`config.mk`:
```
export PLATFORM = sky130hd
export DESIGN_NAME = irq_arbiter
export DESIGN_NICKNAME = d
export VERILOG_FILES = /design/src/rtl/irq_arbiter.sv
export SDC_FILE = /design/constraint.sdc
export NUM_CORES = 1
export LEC_CHECK = 0
export BUFFER_PORTS_ARGS = -buffer_cell sky130_fd_sc_hd__buf_2
export CAP_MARGIN = 30
export CORE_ASPECT_RATIO = 0.8
export CORE_MARGIN = 2
export CORE_UTILIZATION = 55
export CTS_BUF_LIST = sky130_fd_sc_hd__clkbuf_4
export DETAILED_ROUTE_END_ITERATION = 8
export MAX_ROUTING_LAYER = met4
export PLACE_DENSITY = 0.95
export SLEW_MARGIN = 0
export SYNTH_ARGS = -nofsm -noshare
export SYNTH_HDL_FRONTEND = slang
export SYNTH_SLANG_ARGS = --single-unit
```
`constraint.sdc`:
```
create_clock -name clk_i -period 2.8 [get_ports clk_i]
set_input_delay 0.56 -clock clk_i [delete_from_list [all_inputs] [get_ports clk_i]]
set_output_delay 0.56 -clock clk_i [all_outputs]
set_load 0.02 [all_outputs]
```
`src/rtl/irq_arbiter.sv`:
```
// ============================================================================
// irq_arbiter : N maskable + 1 NMI interrupt arbiter with registered grant
// Revision    : 1.0
// ============================================================================
`default_nettype none

module irq_arbiter #(
    parameter int                 N_IRQ     = 8,
    parameter int                 ID_W      = (N_IRQ > 1) ? $clog2(N_IRQ) : 1,
    parameter logic [N_IRQ-1:0]   TRIG_EDGE = {N_IRQ{1'b1}}
) (
    input  logic             clk_i,
    input  logic             rst_ni,
    input  logic [N_IRQ-1:0] irq_i,
    input  logic             nmi_i,
    input  logic             intd_i,
    input  logic             mask_we_i,
    input  logic [N_IRQ-1:0] mask_wdata_i,
    output logic [N_IRQ-1:0] mask_o,
    output logic [N_IRQ-1:0] pending_o,
    input  logic             query_i,
    input  logic             eoi_i,
    output logic             take_o,
    output logic             take_nmi_o,
    output logic             ina_o,
    output logic [ID_W-1:0]  take_id_o,
    output logic             busy_o
);

    localparam logic [1:0] IDLE    = 2'd0;
    localparam logic [1:0] INT_SVC = 2'd1;
    localparam logic [1:0] NMI_SVC = 2'd2;

    logic [1:0]       state_q, state_d;
    logic             nested_q, nested_d;
    logic [N_IRQ-1:0] irq_prev_q;
    logic             nmi_prev_q;
    logic [N_IRQ-1:0] pend_q, pend_d;
    logic             nmi_pend_q, nmi_pend_d;
    logic [N_IRQ-1:0] mask_q;
    logic             take_q, take_d;
    logic             take_nmi_q, take_nmi_d;
    logic             ina_q, ina_d;
    logic [ID_W-1:0]  take_id_q, take_id_d;

    logic [1:0]       st_eoi;
    logic             nest_eoi;
    logic [N_IRQ-1:0] req;
    logic             sel_found;
    logic [ID_W-1:0]  sel_id;
    logic             grant_int;
    logic             grant_nmi;
    logic [N_IRQ-1:0] clr;

    assign req = pend_q & mask_q;

    // Descending scan so the lowest set index is the last one written.
    always_comb begin
        sel_found = 1'b0;
        sel_id    = '0;
        for (int i = N_IRQ - 1; i >= 0; i--) begin
            if (req[i]) begin
                sel_found = 1'b1;
                sel_id    = ID_W'(i);
            end
        end
    end

    // eoi is resolved first; the query then arbitrates against that state.
    always_comb begin
        st_eoi   = state_q;
        nest_eoi = nested_q;
        if (eoi_i) begin
            case (state_q)
                NMI_SVC: begin
                    st_eoi   = nested_q ? INT_SVC : IDLE;
                    nest_eoi = 1'b0;
                end
                INT_SVC: st_eoi = IDLE;
                default: ;
            endcase
        end
    end

    always_comb begin
        state_d    = st_eoi;
        nested_d   = nest_eoi;
        take_d     = 1'b0;
        take_nmi_d = take_nmi_q;
        ina_d      = ina_q;
        take_id_d  = take_id_q;
        grant_int  = 1'b0;
        grant_nmi  = 1'b0;
        if (query_i && nmi_pend_q && (st_eoi != NMI_SVC)) begin
            grant_nmi  = 1'b1;
            take_d     = 1'b1;
            take_nmi_d = 1'b1;
            ina_d      = 1'b0;
            take_id_d  = '0;
            nested_d   = (st_eoi == INT_SVC);
            state_d    = NMI_SVC;
        end else if (query_i && (st_eoi == IDLE) && !intd_i && sel_found) begin
            grant_int  = 1'b1;
            take_d     = 1'b1;
            take_nmi_d = 1'b0;
            ina_d      = 1'b1;
            take_id_d  = sel_id;
            state_d    = INT_SVC;
        end
    end

    // Set beats a same-cycle clear on edge channels; level channels follow the line.
    always_comb begin
        clr        = grant_int ? (N_IRQ'(1) << sel_id) : '0;
        pend_d     = (TRIG_EDGE & ((irq_i & ~irq_prev_q) | (pend_q & ~clr)))
                   | (~TRIG_EDGE & irq_i);
        nmi_pend_d = (nmi_i & ~nmi_prev_q) | (nmi_pend_q & ~grant_nmi);
    end

    always_ff @(posedge clk_i or negedge rst_ni) begin
        if (!rst_ni) begin
            state_q    <= IDLE;
            nested_q   <= 1'b0;
            irq_prev_q <= '0;
            nmi_prev_q <= 1'b0;
            pend_q     <= '0;
            nmi_pend_q <= 1'b0;
            mask_q     <= '0;
            take_q     <= 1'b0;
            take_nmi_q <= 1'b0;
            ina_q      <= 1'b0;
            take_id_q  <= '0;
        end else begin
            state_q    <= state_d;
            nested_q   <= nested_d;
            irq_prev_q <= irq_i;
            nmi_prev_q <= nmi_i;
            pend_q     <= pend_d;
            nmi_pend_q <= nmi_pend_d;
            if (mask_we_i) begin
                mask_q <= mask_wdata_i;
            end
            take_q     <= take_d;
            take_nmi_q <= take_nmi_d;
            ina_q      <= ina_d;
            take_id_q  <= take_id_d;
        end
    end

    assign mask_o     = mask_q;
    assign pending_o  = pend_q;
    assign take_o     = take_q;
    assign take_nmi_o = take_nmi_q;
    assign ina_o      = ina_q;
    assign take_id_o  = take_id_q;
    assign busy_o     = (state_q != IDLE);

endmodule

`default_nettype wire

```
* Word-level counts from Yosys, hierarchy flattened
Cells that the tools add are included.
** Storage, ports and cells
- Register bits :: 35
- Latch bits :: 0
- Memory bits (writable) :: 0
- Memory bits (read-only) :: 0
- Input bits :: 23
- Memories :: 0
** Cells by class
- $add $sub $neg :: 0
- $mul :: 0
- Div/mod/pow operators :: 0
- Order comparisons :: 0
- Eq/ne operators :: 4
- Shifts and indexed selects :: 1
- Mux-type cells :: 35
- Bitwise gates (word level) :: 11
- Reductions and logical operators :: 12
** Operators by type and width (count)
- 3-bit two-way mux :: 10
- 8-bit AND :: 3
- 1-bit two-way mux :: 20
- 8-bit NOT :: 2
- 8-bit two-way mux :: 1
- 8-bit bitwise OR :: 1
- 2-bit nonzero test :: 4
- 1-bit by 3-bit left shift with 8-bit output, first input constant :: 1
- 2-bit two-way mux :: 3
- 1-bit logical AND :: 5
- 2-bit by 1-bit equality test with 1-bit output, second input constant :: 2
- 2-bit case mux with 2 select lines :: 1
- 1-bit AND :: 2
- 2-bit equality test, second input constant :: 1
- 2-bit logical NOT :: 1
- 2-bit != test, second input constant :: 1
- 1-bit NOT :: 2
- 2-bit AND reduction :: 1
- 1-bit logical NOT :: 1
- 1-bit bitwise OR :: 1

* Logic depth before layout (Yosys ltp)
- Depth after elaboration :: 16
- Gate-level depth with buffers :: 7
- Depth with buffers taken out :: 7

* Least setup slack after synthesis
OpenSTA, ideal clock, no wires.
- Path type :: register -> register
- From :: register state_q[0]
- To :: register pend_q[4], in the netlist pending_o[4]
- Arrival :: 1.726 ns
- Required time :: 2.671 ns
- Setup slack :: 0.945 ns
- Cell stages (with the launch flop) :: 8
- Cells stage by stage :: dfrtp_1 -> inv_1 -> ha_1 -> and4_1 -> nor4_4 -> nand4b_2 -> o31ai_1 -> o21ai_1
** Between the ends
- Cells in the longest elaborated chain, start to end :: 13
- Elaborated cells on any way between the ends :: 16
- Classes of those cells :: eq/ne: 3; mux: 5; bitwise: 3; reduce/logical: 5
** RTL lines
- start: declaration :: line 34 : logic [1:0] state_q, state_d;
- start signal: assignment :: line 134 : state_q <= state_d;
- 2-bit by 1-bit equality test with 1-bit output / 2-bit equality test (equally long branches) :: line 74 : case (state_q)
- 2-bit case mux with 2 select lines :: line 74
- 2-bit two-way mux (*) :: line 73 : if (eoi_i) begin
- 2-bit logical NOT :: line 102 : end else if (query_i && (st_eoi == IDLE) && !intd_i && sel_found) begin
- 1-bit logical AND (3 in series) :: line 102
- 1-bit two-way mux :: line 102
- 1-bit two-way mux (*) :: line 94 : if (query_i && nmi_pend_q && (st_eoi != NMI_SVC)) begin
- 8-bit two-way mux (*) :: line 114 : clr = grant_int ? (N_IRQ'(1) << sel_id) : '0;
- 8-bit NOT (*) :: line 115 : pend_d = (TRIG_EDGE & ((irq_i & ~irq_prev_q) | (pend_q & ~clr)))
- 8-bit AND (*) :: line 115
- 8-bit bitwise OR (*) :: line 115
- net pend_d[4] :: line 38 : logic [N_IRQ-1:0] pend_q, pend_d;
- end signal: assignment :: line 138 : pend_q <= pend_d;
- end: declaration :: line 38
Mark *: on every way through the listed nets, which the timed path passes. The rest lies on a longest branch.
A chain may end at the register's enable or synchronous reset.

* Final worst setup path
- From :: register state_q[1]
- To :: register pend_q[4], in the netlist pending_o[4]
Same word-level chain as after synthesis.

==> impl_metrics.ini <==
[routing]
drt-vias-per-instance = 5.42
drc_errors = 0
vias = 1215
wl_per_cell_um = 14.6
drt_iter0_markers = 84
routed_wl_mm = 3.27
ant_nets = 0
drtPass1Iterations = 4

[placed_design]
post-dp-hpwl_mm = 2.52
place.port_buffers = 45
place_congestion = 0.830

[critical_path]
r2r_slack_ns = 0.63
crit_type = flop to flop
worstReg2RegStart = state_q[1]
cp.required_ns = 3.02
arrival_ns = 2.39
timing.rr.end = pending_o[4]
r2r_cells = 7
cp-end-kind = flop
cp_max_fo = 5
cp-start-kind = flop

[synth]
synth_ff_type = dfrtp_1
yosysSeqAreaShare_pct = 57.1
yosys_register_bits = 35
synthesis.nets = 160
synth_edf_count = 0
yosysUniqueCellTypes = 35
synth-async-reset-ratio_pct = 100
syn_area_um2 = 1530
syn_inst = 134
synthTopCellsByArea = dfrtp_1 (57%), mux2_2 (5.9%), inv_1 (3.7%)
synthTopCellsByCount = dfrtp_1 (35), inv_1 (15), nand2_1 (14), mux2_2 (8), o31ai_1 (6)
yosysTopAreaCell = dfrtp_1
yosys.cell_count.top_type = dfrtp_1
yosysWarnings = 0
netlist.area_leader.share_pct = 57.1
synth_area_per_cell_um2 = 11.4

[cells_and_area]
fillers = 203
syn2layout_area_growth_pct = 21.3
diodes = 0
finalNetCount = 211
drive_above_1_share_pct = 37.1

[run]
drv_cap = 0

[clocking]
clock_sinks = 35
cts_setup_buffers = 0
cts.path.max_buffers = 2
cts.clk_slew.worst_paths_ns = 0.10
cts.repair.resized = 0
clkLatencyLatePin_ns = 0.34
cts_buffers = 5
cts_tree = yes
cts_hold_buf = 0
cts_htree_levels = 2
clockRootBuffer = clkbuf_4

[hold_path]
min_path_type = primary input to asynchronous set/reset pin

[timing]
clock.fmax_ghz = 0.461
tightest_slew_ns = 0.752
period_needed_ns = 2.17
slew-limit-headroom_pct = 49.9
setup_tns_ns = 0
drv_slew = 0
skew_ns = 0.00536
hold_violations = 0
grt_setup_unrepaired = false
period_share_pct = 77.4
final-setup-viol-count = 0

[pwr]
powerDensity_nw_per_um2 = 731
power_w = 0.00136
cellLeakagePower_nw = 0.921
ir_drop_mv = 0.423

[grt]
track_usage_pct = 23.3
grt_max_degree = 36
grt_busiest_layer = met2
grt_pass1_wl_mm = 5.27
grt_pass1_vias = 1111
gr-usage-met3_pct = 6.83
antenna_found_initial = 0
use_met2_pct = 34.2
grt_util_met1_pct = 29.0
grt_overflow_total = 0

[floorplan]
die_h_um = 51.2
boundaryPins = 46
die_area_um2 = 3230
core_area_um2 = 2700
fp.dieW_um = 63.0
initial_utilization_pct = 56.8
placementRows = 17

[status]
status = complete, no violations
## final cells by class
class                      count  area [um2]  share of cell area (%)
sequential                    35         876                    47.1
timing repair buffer          45         225                    12.1
clock buffer                   7        52.6                    2.82
tap                           38        47.5                    2.56
inverter                      15        56.3                    3.03
multi-input combinational     83         598                    32.1
clock inverter                 1        5.00                   0.269
## logic make-up (layout without fill, tap and decap cells)
| group | after synthesis | count (layout) | synth area share, % |
|---|---|---|---|
| multiplexers | 11 | 11 | 8.48 |
| flip-flops | 35 | 35 | 57.1 |
| AND/OR/NAND/NOR | 36 | 36 | 13.5 |
| AO/OA/AOI/OAI | 33 | 33 | 14.6 |
| buffers and inverters | 16 | 68 | 3.91 |
| adder cells (fa/ha/maj) | 3 | 3 | 2.45 |
## cell usage in the layout (no fill, tap or decap)
cell      Yosys  layout
buf_2         0      45
dfrtp_1      35      35
inv_1        15      15
nand2_1      14      14
mux2_2        8       8
clkbuf_4      0       7
o31ai_1       6       6
a21oi_1       5       5
o21ai_0       5       5
nand3_1       4       4
and2_1        4       4
o21ai_1       4       4
nor2b_1       3       3
ha_1          3       3
nor2_1        2       2
a22oi_1       2       2
mux2_4        2       2
nand2b_1      2       2
a31oi_1       2       2
a21boi_0      1       1
and4_1        1       1
nor4_4        1       1
o21ai_2       1       1
o211ai_1      1       1
and3_1        1       1
nand4b_2      1       1
a221oi_1      1       1
o311ai_2      1       1
a32o_1        1       1
a31o_2        1       1
nand3b_1      1       1
nor3_1        1       1
o22ai_1       1       1
a21o_1        1       1
nor2_2        1       1
mux2i_1       1       1
clkinv_2      0       1
## layer usage
layer  share of wire, %  up-vias
li1                   -      573
met3                6.7        8
met1                 41      581
met5                  0        -
met4                2.2        0
met2                 50       53
## flip-flops by register name, indices dropped and copies added, names as in the netlist
signal and cells:
nmi_pend_q 1, pending_o 8, nmi_prev_q 1, state_q 2, take_id_o 3, take_o 1
nested_q 1, irq_prev_q 8, take_nmi_o 1, ina_o 1, mask_o 8
## critical path, stage by stage, from the launching register on
cell and delay [ns]:
dfrtp_1 0.43, inv_1 0.07, ha_1 0.29, and4_1 0.24
nor4_4 0.34, nand4b_2 0.22, o31ai_1 0.34, o21ai_1 0.11
## report_power, final
group          switching [W]  leakage [nW]  internal (W)  total, W
Combinational       0.000270         0.490      0.000168  0.000438
Clock               0.000163        0.0361      0.000117  0.000280
Sequential         0.0000572         0.395      0.000585  0.000642
Total               0.000490         0.921      0.000870   0.00136
## stage by stage
step	hold WS, ns	area (um2)	cells	setup WS, ns	utilization [%]
6_report	0.272	1860	224	0.632	68.9
5_1_grt	0.297	1860	224	0.500	68.9
3_3_place_gp	0.395	1800	216	0.806	66.7
3_5_place_dp	0.415	1800	216	0.649	66.7
4_1_cts	0.286	1860	224	0.623	68.9
2_1_floorplan	0.264	1530	134	0.945	-
## worst max path at each step
stage | start | end | cells past startpoint
2_1_floorplan | state_q[0] | pending_o[4] | 7
3_3_place_gp | eoi_i | pending_o[5] | 6
3_5_place_dp | state_q[1] | pending_o[4] | 7
4_1_cts | state_q[1] | pending_o[4] | 7
5_1_grt | state_q[1] | pending_o[4] | 7
6_report | state_q[1] | pending_o[4] | 7
(Power assumes the default switching activity.)
